<file path="src/rtl/pwm_decoder.sv">
// pwm_decoder: recovers 8-bit duty samples from a PWM stream by timing high time and period of each frame.
// Optional feature macro PWM_DEC_AVG_EN: report the truncated mean of the last four frame samples.
module pwm_decoder #(
    parameter int SYNC_STAGES = 2,
    parameter int TIMEOUT     = 512
) (
    input  logic        clk,
    input  logic        n_rst,
    input  logic        pwm_in,
    output logic [7:0]  sample,
    output logic [15:0] period,
    output logic        sample_valid,
    output logic        locked
);
    typedef enum logic [1:0] {
        IDLE = 2'd0,
        HIGH = 2'd1,
        LOW  = 2'd2
    } state_t;

    localparam logic [15:0] TIMEOUT_V = 16'(TIMEOUT);

    function automatic logic [15:0] sat_inc(input logic [15:0] v);
        return (v == 16'hFFFF) ? v : v + 16'd1;
    endfunction

    function automatic logic [7:0] sat8(input logic [15:0] v);
        return (v > 16'd255) ? 8'd255 : v[7:0];
    endfunction

    logic [SYNC_STAGES-1:0] sync_q, sync_d;
    logic                   lvl_prev_q, lvl_prev_d;
    state_t                 state_q, state_d;
    logic [15:0]            hcnt_q, hcnt_d;
    logic [15:0]            pcnt_q, pcnt_d;
    logic [7:0]             sample_q, sample_d;
    logic [15:0]            period_q, period_d;
    logic                   valid_q, valid_d;
    logic [1:0]             run_q, run_d;
    logic                   locked_q, locked_d;

    logic                   lvl;
    logic                   rise;
    logic [15:0]            pcnt_inc;
    logic                   timeout;
    logic                   frame_done;
    logic [7:0]             frame_raw;
    logic                   tmo_emit;
    logic [7:0]             tmo_val;

`ifdef PWM_DEC_AVG_EN
    logic [7:0]             hist_q [3];
    logic [7:0]             hist_d [3];
    logic [1:0]             hcount_q, hcount_d;
    logic [9:0]             avg_sum;
`endif

    assign lvl      = sync_q[SYNC_STAGES-1];
    assign rise     = lvl & ~lvl_prev_q;
    assign pcnt_inc = sat_inc(pcnt_q);
    // Timeout fires in the cycle whose count would reach TIMEOUT; a coincident rise takes precedence.
    assign timeout  = (pcnt_inc >= TIMEOUT_V);

    // Frame-tracking state machine: next state, counters, and frame/timeout events.
    always_comb begin
        sync_d     = {sync_q[SYNC_STAGES-2:0], pwm_in};
        lvl_prev_d = lvl;
        state_d    = state_q;
        hcnt_d     = hcnt_q;
        pcnt_d     = pcnt_q;
        frame_done = 1'b0;
        frame_raw  = 8'd0;
        tmo_emit   = 1'b0;
        tmo_val    = 8'd0;
        case (state_q)
            IDLE: begin
                if (rise) begin
                    hcnt_d  = 16'd1;
                    pcnt_d  = 16'd1;
                    state_d = HIGH;
                end else if (timeout) begin
                    tmo_emit = 1'b1;
                    tmo_val  = lvl ? 8'd255 : 8'd0;
                    hcnt_d   = 16'd0;
                    pcnt_d   = 16'd0;
                end else begin
                    pcnt_d = pcnt_inc;
                end
            end
            HIGH: begin
                if (timeout) begin
                    tmo_emit = 1'b1;
                    tmo_val  = 8'd255;
                    hcnt_d   = 16'd0;
                    pcnt_d   = 16'd0;
                    state_d  = lvl ? HIGH : LOW;
                end else if (lvl) begin
                    hcnt_d = sat_inc(hcnt_q);
                    pcnt_d = pcnt_inc;
                end else begin
                    pcnt_d  = pcnt_inc;
                    state_d = LOW;
                end
            end
            LOW: begin
                if (rise) begin
                    frame_done = 1'b1;
                    frame_raw  = sat8(hcnt_q);
                    hcnt_d     = 16'd1;
                    pcnt_d     = 16'd1;
                    state_d    = HIGH;
                end else if (timeout) begin
                    tmo_emit = 1'b1;
                    tmo_val  = 8'd0;
                    hcnt_d   = 16'd0;
                    pcnt_d   = 16'd0;
                    state_d  = IDLE;
                end else begin
                    pcnt_d = pcnt_inc;
                end
            end
            default: begin
                state_d = IDLE;
                hcnt_d  = 16'd0;
                pcnt_d  = 16'd0;
            end
        endcase
    end

    // Output update: timeout samples go straight out, completed frames feed the lock counter.
    always_comb begin
        sample_d = sample_q;
        period_d = period_q;
        valid_d  = 1'b0;
        run_d    = run_q;
        locked_d = locked_q;
`ifdef PWM_DEC_AVG_EN
        hist_d   = hist_q;
        hcount_d = hcount_q;
        avg_sum  = {2'd0, frame_raw} + {2'd0, hist_q[0]} + {2'd0, hist_q[1]} + {2'd0, hist_q[2]};
`endif
        if (tmo_emit) begin
            sample_d = tmo_val;
            period_d = TIMEOUT_V;
            valid_d  = 1'b1;
            run_d    = 2'd0;
            locked_d = 1'b0;
`ifdef PWM_DEC_AVG_EN
            hcount_d  = 2'd0;
            hist_d[0] = 8'd0;
            hist_d[1] = 8'd0;
            hist_d[2] = 8'd0;
`endif
        end else if (frame_done) begin
            run_d    = (run_q == 2'd3) ? 2'd3 : run_q + 2'd1;
            locked_d = (run_d >= 2'd2);
`ifdef PWM_DEC_AVG_EN
            hist_d[0] = frame_raw;
            hist_d[1] = hist_q[0];
            hist_d[2] = hist_q[1];
            // Three older frames plus this one make the four-sample window.
            if (hcount_q == 2'd3) begin
                sample_d = 8'(avg_sum >> 2);
                period_d = pcnt_q;
                valid_d  = 1'b1;
            end else begin
                hcount_d = hcount_q + 2'd1;
            end
`else
            sample_d = frame_raw;
            period_d = pcnt_q;
            valid_d  = 1'b1;
`endif
        end else begin
            valid_d = 1'b0;
        end
    end

    // All state, counters and outputs register here; n_rst is sampled on the clock.
    always_ff @(posedge clk) begin
        if (!n_rst) begin
            sync_q     <= {SYNC_STAGES{1'b0}};
            lvl_prev_q <= 1'b0;
            state_q    <= IDLE;
            hcnt_q     <= 16'd0;
            pcnt_q     <= 16'd0;
            sample_q   <= 8'd0;
            period_q   <= 16'd0;
            valid_q    <= 1'b0;
            run_q      <= 2'd0;
            locked_q   <= 1'b0;
`ifdef PWM_DEC_AVG_EN
            hist_q[0]  <= 8'd0;
            hist_q[1]  <= 8'd0;
            hist_q[2]  <= 8'd0;
            hcount_q   <= 2'd0;
`endif
        end else begin
            sync_q     <= sync_d;
            lvl_prev_q <= lvl_prev_d;
            state_q    <= state_d;
            hcnt_q     <= hcnt_d;
            pcnt_q     <= pcnt_d;
            sample_q   <= sample_d;
            period_q   <= period_d;
            valid_q    <= valid_d;
            run_q      <= run_d;
            locked_q   <= locked_d;
`ifdef PWM_DEC_AVG_EN
            hist_q     <= hist_d;
            hcount_q   <= hcount_d;
`endif
        end
    end

    assign sample       = sample_q;
    assign period       = period_q;
    assign sample_valid = valid_q;
    assign locked       = locked_q;

endmodule

</file>
<file path="config.mk">
export PLATFORM = sky130hd
export DESIGN_NAME = pwm_decoder
export DESIGN_NICKNAME = d
export VERILOG_FILES = /design/src/rtl/pwm_decoder.sv
export SDC_FILE = /design/constraint.sdc
export NUM_CORES = 1
export LEC_CHECK = 0
export CAP_MARGIN = 20
export CORE_ASPECT_RATIO = 1.4
export CORE_MARGIN = 2
export CORE_UTILIZATION = 60
export DETAILED_ROUTE_END_ITERATION = 8
export PLACE_DENSITY = 0.83
export SLEW_MARGIN = 20
export SYNTH_ARGS = -nofsm -noshare
export SYNTH_HDL_FRONTEND = slang
export SYNTH_SLANG_ARGS = --single-unit
</file>
<file path="constraint.sdc">
create_clock -name clk -period 3.9 [get_ports clk]
set_clock_uncertainty 0.2 [all_clocks]
set_input_delay 0.78 -clock clk [delete_from_list [all_inputs] [get_ports clk]]
set_output_delay 0.78 -clock clk [all_outputs]
set_load 0.05 [all_outputs]
</file>
# Word-level counts from Yosys, hierarchy flattened
# Index checks and enable logic that the tools add are counted.
dict set report totals {
  reg_bits 65
  input_bits 3
  out_inout_bits 26
  wordCells 74
}
dict set report op_classes {
  n_addsub 3
  n_lt_le_gt_ge 3
  n_eq_ne 11
  n_mux 37
  n_bitwise 3
  reduce_logical 6
}
# operator n
set op_table {}
lappend op_table {{$mux 16} 8}
lappend op_table {{$mux 8} 9}
lappend op_table {{$pmux 16 s2} 2}
lappend op_table {{$add 16x1->16 const B} 2}
lappend op_table {{$eq 16x16->1 const B} 2}
lappend op_table {{$mux 10} 2}
lappend op_table {{$ge 16x10->1 const B} 1}
lappend op_table {{$gt 16x8->1 const B} 1}
lappend op_table {{$pmux 8 s2} 1}
lappend op_table {{$mux 2} 7}
lappend op_table {{$ne 3x3->1 const B} 4}
lappend op_table {{$mux 1} 6}
lappend op_table {{$pmux 2 s3} 1}
lappend op_table {{$reduce_and 3->1} 2}
lappend op_table {{$eq 2x2->1 const B} 2}
lappend op_table {{$reduce_or 2->1} 2}
lappend op_table {{$ne 3x1->1 const B} 1}
lappend op_table {{$add 2x1->2 const B} 1}
lappend op_table {{$eq 2x1->1 const B} 1}
lappend op_table {{$ge 2x2->1 const B} 1}
lappend op_table {{$logic_not 2->1} 1}
lappend op_table {{$ne 2x2->1 const B} 1}
lappend op_table {{$not 1->1} 2}
lappend op_table {{$pmux 1 s2} 1}
lappend op_table {{other kinds (2)} 2}

# Logic depth before layout (Yosys ltp)
# Gate-level depths: netlist of the first run.
dict set report logic_depth {
  depth_word 7
  depth_mapped 9
  depth_no_buf 7
}

# Worst setup path before layout of the first run
# OpenSTA, ideal clock, no wires.
dict set report synth_timing {
  kind {reg2reg}
  startpoint {register pcnt_q[0]}
  endpoint {register sample_q[4], in the netlist sample[4]}
  arrival_ns 2.166
  setup_slack_ns 1.418
  stages_incl_launch_ff 10
  n_path_buf 2
  period_less_slack_ns 2.482
  cell_sequence {dfxtp_1 -> ha_1 -> nand3_2 -> nor3_2 -> nand4bb_1 -> buf_6 -> nand2_4 -> o311ai_4 -> buf_6 -> o21ai_2}
}
dict set report synth_between {
  elab_chain_len 7
  elab_cells_between_ends 13
  cone_classes {add/sub: 1; order compare: 1; eq/ne: 1; mux: 9; reduce/logical: 1}
}
# element line_no
set synth_lines {}
lappend synth_lines {{start, declared} 35} ;# logic [15:0] pcnt_q, pcnt_d;
lappend synth_lines {{start signal, assigned} 203} ;# pcnt_q <= pcnt_d;
lappend synth_lines {{$add 16x1->16 or $eq 16x16->1 (tied branches)} 24} ;# return (v == 16'hFFFF) ? v : v + 16'd1;
lappend synth_lines {{$mux 16 (*)} 24}
lappend synth_lines {{$ge 16x10->1 (*)} 62} ;# assign timeout = (pcnt_inc >= TIMEOUT_V);
lappend synth_lines {{$mux 8 or $mux 1 (tied branches)} {81, 91, 112}}
lappend synth_lines {{$mux 8 or $mux 1 (tied branches)} {77, 106}}
lappend synth_lines {{$pmux 8 s2 or $pmux 1 s2 (tied branches)} 75} ;# case (state_q)
lappend synth_lines {{$mux 8 or $reduce_bool 2->1 (tied branches)} --}
lappend synth_lines {{end signal, assigned} 204} ;# sample_q <= sample_d;
lappend synth_lines {{end, declared} 36} ;# logic [7:0] sample_q, sample_d;
# Mark *: on every way between the ends. The rest lies on a longest branch, timed or not.
# A chain may end at the register's enable or synchronous reset.

# Final worst setup path of the first run
dict set report layout_timing {
  startpoint {register pcnt_q[0]}
  endpoint {register run_q[0]}
}
dict set report layout_between {
  elab_chain_len 7
  elab_cells_between_ends 8
  cone_classes {add/sub: 1; order compare: 1; eq/ne: 1; mux: 4; reduce/logical: 1}
}
# element line_no
set layout_lines {}
lappend layout_lines {{$add 16x1->16 or $eq 16x16->1 (tied branches)} 24}
lappend layout_lines {{$mux 16 (*)} 24}
lappend layout_lines {{$ge 16x10->1 (*)} 62}
lappend layout_lines {{$mux 1 (*)} {81, 91, 112}}
lappend layout_lines {{$mux 1} 106} ;# if (rise) begin
lappend layout_lines {{$pmux 1 s2 (*)} 75}
lappend layout_lines {{$reduce_or 2->1 (no line) (*)} --}
lappend layout_lines {{end signal, assigned} 207} ;# run_q <= run_d;
lappend layout_lines {{end, declared} 39} ;# logic [1:0] run_q, run_d;
# Marked as above.

==> metrics.log, run 1 <==
INFO  metric grt_start_max_net_pins = 28
INFO  metric synth_largest_type_area_fraction = 44.7%
INFO  metric global_route_congestion_overflow_total = 0
INFO  metric synthFlopType = sky130_fd_sc_hd__dfxtp_1
INFO  metric path_class = reg -> reg
INFO  metric muxShareOfSynthArea = 0.698%
INFO  metric postRouteAntennaNets = 0
INFO  metric clkPwrFrac = 40.0%
INFO  metric holdBufCountCts = 0
INFO  metric min-delay-path-class = reg -> reg
INFO  metric rows = 29
INFO  metric synth-seq-cells = 64
INFO  metric post_synth_and_or_nand_nor_area_fraction = 27.0%
INFO  metric rrSetupSlack = 850 ps
INFO  metric max_clock_freq = 0.328 GHz
INFO  metric vias_per_cell = 5.91
INFO  metric combinational_family_with_the_most_area_after_synthesis = simple AND/OR/NAND/NOR gates
INFO  metric grtUsageTotal = 25.0%
INFO  metric worst_hold_path.endpoint = sync_q[1]
INFO  metric cts-buffers-inserted = 9
INFO  metric reg2reg_to = run_q[0]
INFO  metric detailedRoute.firstIterationViolations = 186
INFO  metric number_of_sinks_on_the_clock_net = 64
INFO  metric cts_resizes = 0
INFO  metric worst_skew_pair.late_latency = 340 ps
INFO  metric cts_root_buf = sky130_fd_sc_hd__clkbuf_8
INFO  metric cts.repair_timing.setup_buffer_count = 0
INFO  metric pwr-share-comb = 4.2%
INFO  metric post_synth_fa_ha_maj_area_fraction = 0.872%
INFO  metric initial_core_util = 62.8%
INFO  metric routed_via_count = 2,559
INFO  metric cap_viol_max_count = 0
INFO  metric first_global_vias = 2,271
INFO  metric timing_worst_slew_pin_value = 705 ps
INFO  metric cts_htree_levels = 3
INFO  metric fillerInstances = 351
INFO  metric max_stage_delay = 650 ps
INFO  metric worst_reg2reg_path_length_in_cells = 8
INFO  metric synth_largest_area_cell = sky130_fd_sc_hd__dfxtp_1
INFO  metric timing.hold.ws = 251 ps
INFO  metric timing.final.hold_violations = 0
INFO  metric cts_max_path_buffers = 2
INFO  metric number_of_cells_traversed_by_the_worst_hold_path = 1
INFO  metric fp.dieH = 85.8 um
INFO  metric setup-tns-final = 0 ps
INFO  metric share_seq_of_total_power = 55.8%
INFO  metric yosys-top-cells-area = sky130_fd_sc_hd__dfxtp_1, sky130_fd_sc_hd__nand2_1, sky130_fd_sc_hd__a21oi_1
INFO  metric layout_min_cycle_time = 3050 ps
INFO  metric layout.cells.most_common = sky130_fd_sc_hd__dfxtp_1
INFO  metric worst_setup_hold_path_clk_slew = 60 ps
INFO  metric critical_path_required = 3930 ps
INFO  metric synth_compound_gate_area_share = 20.7%
INFO  metric setup.worst_path.end_class = flip-flop
INFO  metric worst_ep_arrival_time = 3070 ps
INFO  metric max-vdd-ir-drop = 0.000310 V
INFO  metric async_reset_ff_share = 0%
INFO  metric worst_hold_startpoint = sync_q[0]
INFO  metric syn_area = 2870 um^2
INFO  metric setup_violations_final = 0
INFO  metric timing.critical_path.cells = ha_1 -> nand3_2 -> nor3_2 -> nand4bb_1 -> nand2_4 -> o311ai_4 -> buf_8 -> a211oi_1
INFO  metric ioPinCount = 29
INFO  metric totalWireLength = 6400 um
INFO  metric flow.area_growth_from_synthesis = 16.8%
INFO  metric die_width = 62.4 um
INFO  metric drive_above_1_share = 8.89%
INFO  metric share_of_the_yosys_chip_area_belonging_to_registers = 44.7%
INFO  metric count_of_port_buffers_added_during_placement = 28
INFO  metric drv_slew = 0
INFO  metric place_congestion = 0.866
INFO  metric outcome = finished clean
INFO  metric yosys_warnings = 0
INFO  metric grt_pass1_wl = 10,500 um
INFO  metric p_int = 0.000934 W
INFO  metric final_min_period_over_clock_period = 78.1%
INFO  metric number_of_nets_at_the_end_of_the_flow = 374
INFO  metric p_switching = 0.000268 W
INFO  metric mostFrequentLayoutCells = sky130_fd_sc_hd__dfxtp_1, sky130_fd_sc_hd__nand2_1, sky130_fd_sc_hd__a21oi_1
INFO  metric avgRoutedWirePerCell = 14.8 um
INFO  metric worst_r2r_startpoint = pcnt_q[0]
INFO  metric critPathSlowestCell = sky130_fd_sc_hd__o311ai_4
INFO  metric drt_pre_antenna_iters = 5
INFO  metric p_sw_share = 22.3%
INFO  metric syn-instance-count = 337
INFO  metric diodes = 0
INFO  metric slew_headroom = 52.9%
INFO  metric number_of_synthesized_flops_with_an_enable_pin = 0
INFO  metric power_leakage = 1.13 nW
INFO  metric synth.distinct_cells = 47
INFO  metric dp.final_hpwl = 4560 um
INFO  metric floorplan.die_area = 5360 um^2
INFO  metric synth-xor-area-share = 1.83%
INFO  metric coreArea = 4570 um^2
INFO  metric drcViolationCount = 0
INFO  metric category_of_the_worst_setup_path_launch_point = flip-flop
INFO  metric number_of_antenna_violations_at_the_first_check_in_global_routing = 0
INFO  metric worstPathMaxFanout = 17
INFO  metric syn_avg_cell_area = 8.51 um^2
INFO  metric grt_setup_unrepaired = false
INFO  metric powerDensity = 359 nW/um^2
INFO  metric layout.core_utilization = 73.3%
INFO  metric tritoncts = built
-- worst max-delay path by stage --
| stage | from | to | slack, ps |
|---|---|---|---|
| floorplan | pcnt_q[0] | sample[4] | 1420 |
| global placement | pcnt_q[0] | run_q[1] | 760 |
| detailed placement | pcnt_q[0] | run_q[0] | 900 |
| CTS | pcnt_q[0] | run_q[0] | 870 |
| global route | pcnt_q[0] | run_q[0] | 670 |
| finish | pcnt_q[0] | run_q[0] | 850 |
-- cell usage after synthesis, types with 3 or more instances --
library cell / n
sky130_fd_sc_hd__and3_1: 5
sky130_fd_sc_hd__nand4_1: 11
sky130_fd_sc_hd__buf_6: 4
sky130_fd_sc_hd__xnor2_1: 4
sky130_fd_sc_hd__a211oi_1: 3
sky130_fd_sc_hd__nor4_1: 5
sky130_fd_sc_hd__o21ai_1: 4
sky130_fd_sc_hd__nor3_1: 4
sky130_fd_sc_hd__a21o_1: 7
sky130_fd_sc_hd__and2_1: 5
sky130_fd_sc_hd__a21oi_1: 35
sky130_fd_sc_hd__o211ai_1: 3
sky130_fd_sc_hd__o22ai_1: 8
sky130_fd_sc_hd__nor2_1: 26
sky130_fd_sc_hd__nand3_1: 18
sky130_fd_sc_hd__o21a_1: 3
sky130_fd_sc_hd__and4_1: 5
sky130_fd_sc_hd__dfxtp_1: 64
sky130_fd_sc_hd__o21ai_0: 13
sky130_fd_sc_hd__inv_1: 5
sky130_fd_sc_hd__nand2_1: 48
sky130_fd_sc_hd__clkbuf_1: 12
sky130_fd_sc_hd__or3_1: 3
sky130_fd_sc_hd__o21ai_2: 8
sky130_fd_sc_hd__a31oi_1: 3
-- sequential cells by signal, summed over array words and instances (netlist names) --
signal        count
hcnt_q           16
lvl_prev_q        1
pcnt_q           16
period           16
run_q             2
sample            8
sample_valid      1
state_q           2
sync_q            2
-- through the flow --
stage	cell area (um^2)	setup slack, ps	std cells	total power (W)
floorplan	2890	1420	343	0.000720
global placement	3180	765	419	0.000733
detailed placement	3190	896	420	0.000735
CTS	3350	873	433	0.00121
global route	3350	667	433	0.00124
finish	3350	854	433	0.00120
-- metal layers --
| layer | up-vias | global-route usage (%) | routed length [um] |
|---|---|---|---|
| li1 | 1274 | - | - |
| met1 | 1199 | 27.7 | 2570 |
| met2 | 72 | 44.1 | 3380 |
| met3 | 14 | 6.69 | 291 |
| met4 | 0 | 12.5 | 148 |
| met5 | - | 0 | 0 |
-- power by group through the flow --
| stage | combinational (W) | sequential [W] | clock, W |
|---|---|---|---|
| global route | 0.0000538 | 0.000672 | 0.000515 |
| detailed placement | 0.0000498 | 0.000686 | 0 |
| CTS | 0.0000501 | 0.000671 | 0.000487 |
| global placement | 0.0000481 | 0.000685 | 0 |
| floorplan | 0.0000267 | 0.000694 | 0 |
| finish | 0.0000502 | 0.000671 | 0.000481 |
-- kinds of logic after synthesis --
family | count (synthesis)
adder cells (fa/ha/maj) | 2
XOR/XNOR | 6
AO/OA/AOI/OAI | 92
flip-flops | 64
other | 1
multiplexers | 2
AND/OR/NAND/NOR | 147
buffers and inverters | 23
-- final cells by class --
cell class | count | area, um^2 | area share, %
multi-input combinational | 256 | 1490 | 44.5
clock inverter | 1 | 5.00 | 0.149
clock buffer | 12 | 155 | 4.63
tap | 62 | 77.6 | 2.31
sequential | 64 | 1280 | 38.2
inverter | 6 | 22.5 | 0.672
timing repair buffer | 32 | 318 | 9.48
-- critical path, delay by kind of cell (launching register included) --
kind	cells	cell delay, ps
AO/OA/AOI/OAI	2	710
flip-flops	1	420
buffers and inverters	1	240
AND/OR/NAND/NOR	4	1110
adder cells (fa/ha/maj)	1	240
Note: power is estimated with default switching activity, not from simulation.
==> run 2, diff against run 1 <==
CORE_UTILIZATION = 56   (was 60)
PLACE_DENSITY = 0.79   (was 0.83)
clock period = 2.9 ns   (was 3.9 ns; I/O delays follow)
==> metrics.log, run 2 (synthesized netlist as in run 1, its figures left out) <==
INFO  metric cts_htree_levels = 3
INFO  metric setup-tns-final = 0 ps
INFO  metric drive_above_1_share = 10.6%
INFO  metric grt_pass1_wl = 10,900 um
INFO  metric reg2reg_to = sample[7]
INFO  metric worstPathMaxFanout = 8
INFO  metric place_congestion = 0.876
INFO  metric p_sw_share = 22.4%
INFO  metric cts-buffers-inserted = 9
INFO  metric critical_path_required = 2970 ps
INFO  metric cap_viol_max_count = 0
INFO  metric holdBufCountCts = 0
INFO  metric postRouteAntennaNets = 0
INFO  metric p_int = 0.00130 W
INFO  metric rows = 30
INFO  metric setup_violations_final = 0
INFO  metric multiInputGateArea = 1490 um^2
INFO  metric number_of_sinks_on_the_clock_net = 64
INFO  metric final_min_period_over_clock_period = 92.2%
INFO  metric max_clock_freq = 0.374 GHz
INFO  metric flow.area_growth_from_synthesis = 19.3%
INFO  metric fin_total_pwr = 0.00167 W
INFO  metric tritoncts = built
INFO  metric seq_area = 1280 um^2
INFO  metric layout_min_cycle_time = 2670 ps
INFO  metric layout.core_utilization = 70.1%
INFO  metric fillerInstances = 397
INFO  metric path_class = reg -> reg
INFO  metric worst_reg2reg_path_length_in_cells = 7
INFO  metric cts_root_buf = sky130_fd_sc_hd__clkbuf_8
INFO  metric first_global_vias = 2,394
INFO  metric worst_ep_arrival_time = 2740 ps
INFO  metric cts_resizes = 0
INFO  metric max-vdd-ir-drop = 0.000262 V
INFO  metric vias_per_cell = 5.80
INFO  metric grt_start_max_net_pins = 28
INFO  metric ioPinCount = 29
INFO  metric outcome = finished clean
INFO  metric avgRoutedWirePerCell = 14.6 um
INFO  metric number_of_nets_at_the_end_of_the_flow = 379
INFO  metric category_of_the_worst_setup_path_launch_point = flip-flop
INFO  metric power_leakage = 1.17 nW
INFO  metric worst_r2r_startpoint = pcnt_q[0]
INFO  metric powerDensity = 488 nW/um^2
INFO  metric slew_headroom = 57.2%
INFO  metric pwr-share-comb = 4.2%
INFO  metric floorplan.die_area = 5720 um^2
INFO  metric totalWireLength = 6460 um
INFO  metric drv_slew = 0
INFO  metric diodes = 0
INFO  metric min-delay-path-class = reg -> reg
INFO  metric coreArea = 4880 um^2
INFO  metric worst_skew_pair.late_latency = 340 ps
INFO  metric clkPwrFrac = 41.8%
INFO  metric global_route_congestion_overflow_total = 0
INFO  metric drt_pre_antenna_iters = 4
INFO  metric grt_setup_unrepaired = false
INFO  metric rrSetupSlack = 230 ps
INFO  metric cts.repair_timing.setup_buffer_count = 0
INFO  metric initial_core_util = 58.8%
INFO  metric mostFrequentLayoutCells = sky130_fd_sc_hd__dfxtp_1, sky130_fd_sc_hd__nand2_1, sky130_fd_sc_hd__a21oi_1
INFO  metric grtUsageTotal = 24.9%
INFO  metric count_of_port_buffers_added_during_placement = 28
INFO  metric routed_via_count = 2,571
INFO  metric endpoint = sample[7]
INFO  metric layout.cells.most_common = sky130_fd_sc_hd__dfxtp_1
INFO  metric dp.final_hpwl = 4590 um
INFO  metric timing_worst_slew_pin_value = 638 ps
INFO  metric detailedRoute.firstIterationViolations = 245
INFO  metric p_switching = 0.000374 W
INFO  metric fp.dieH = 88.7 um
INFO  metric worst_setup_hold_path_clk_slew = 70 ps
INFO  metric die_width = 64.5 um
INFO  metric cts_max_path_buffers = 2
INFO  metric crit_path_start = pcnt_q[0]
INFO  metric setup.worst_path.end_class = flip-flop
INFO  metric number_of_antenna_violations_at_the_first_check_in_global_routing = 0
INFO  metric drcViolationCount = 0
INFO  metric timing.final.hold_violations = 0
INFO  metric share_seq_of_total_power = 54.0%
==> run 2: per-layer routing <==
layer | vias to the layer above | track usage, % | routed length (um)
li1 | 1290 | - | -
met4 | 0 | 16.2 | 182
met2 | 55 | 43.2 | 3330
met3 | 18 | 3.44 | 224
met5 | - | 0 | 0
met1 | 1208 | 28.6 | 2720
==> run 2: power groups by stage <==
stage	clock network [W]	logic, W	registers, W
after floorplan	0	0.0000358	0.000933
after global placement	0	0.0000682	0.000922
after detailed placement	0	0.0000691	0.000922
after CTS	0.000712	0.0000695	0.000902
after global routing	0.000748	0.0000752	0.000904
final	0.000698	0.0000700	0.000903
==> run 2: worst min-delay path by stage <==
stage	endpoint	startpoint	depth (start not counted)	slack [ps]
after floorplan	sync_q[1]	sync_q[0]	1	210
after global placement	sync_q[1]	sync_q[0]	1	220
after detailed placement	sync_q[1]	sync_q[0]	1	220
after CTS	sync_q[1]	sync_q[0]	1	240
after global routing	sync_q[1]	sync_q[0]	1	250
final	sync_q[1]	sync_q[0]	1	230
==> run 2: through the flow <==
stage                     cells  hold slack, ps  area [um^2]  setup slack [ps]
after detailed placement    427             224         3240               288
after floorplan             343             212         2890               418
final                       443             233         3420               226
after global placement      427             216         3240               373
after global routing        443             247         3420              76.7
after CTS                   443             238         3420               245
==> run 2: layout make-up <==
| class | instances | share of cell area [%] |
|---|---|---|
| Clock buffer | 14 | 5.05 |
| Clock inverter | 2 | 0.366 |
| Inverter | 6 | 0.658 |
| Multi-Input combinational cell | 256 | 43.6 |
| Sequential cell | 64 | 37.4 |
| Tap cell | 64 | 2.34 |
| Timing Repair Buffer | 37 | 10.5 |
==> run 2: worst max-delay path: stages (launching register included) <==
cell and delay, ps:
sky130_fd_sc_hd__dfxtp_1 430, sky130_fd_sc_hd__ha_1 240, sky130_fd_sc_hd__nand3_2 180, sky130_fd_sc_hd__nor3_2 380
sky130_fd_sc_hd__nand4bb_1 330, sky130_fd_sc_hd__a31oi_4 150, sky130_fd_sc_hd__or4_4 600, sky130_fd_sc_hd__o21ai_2 90
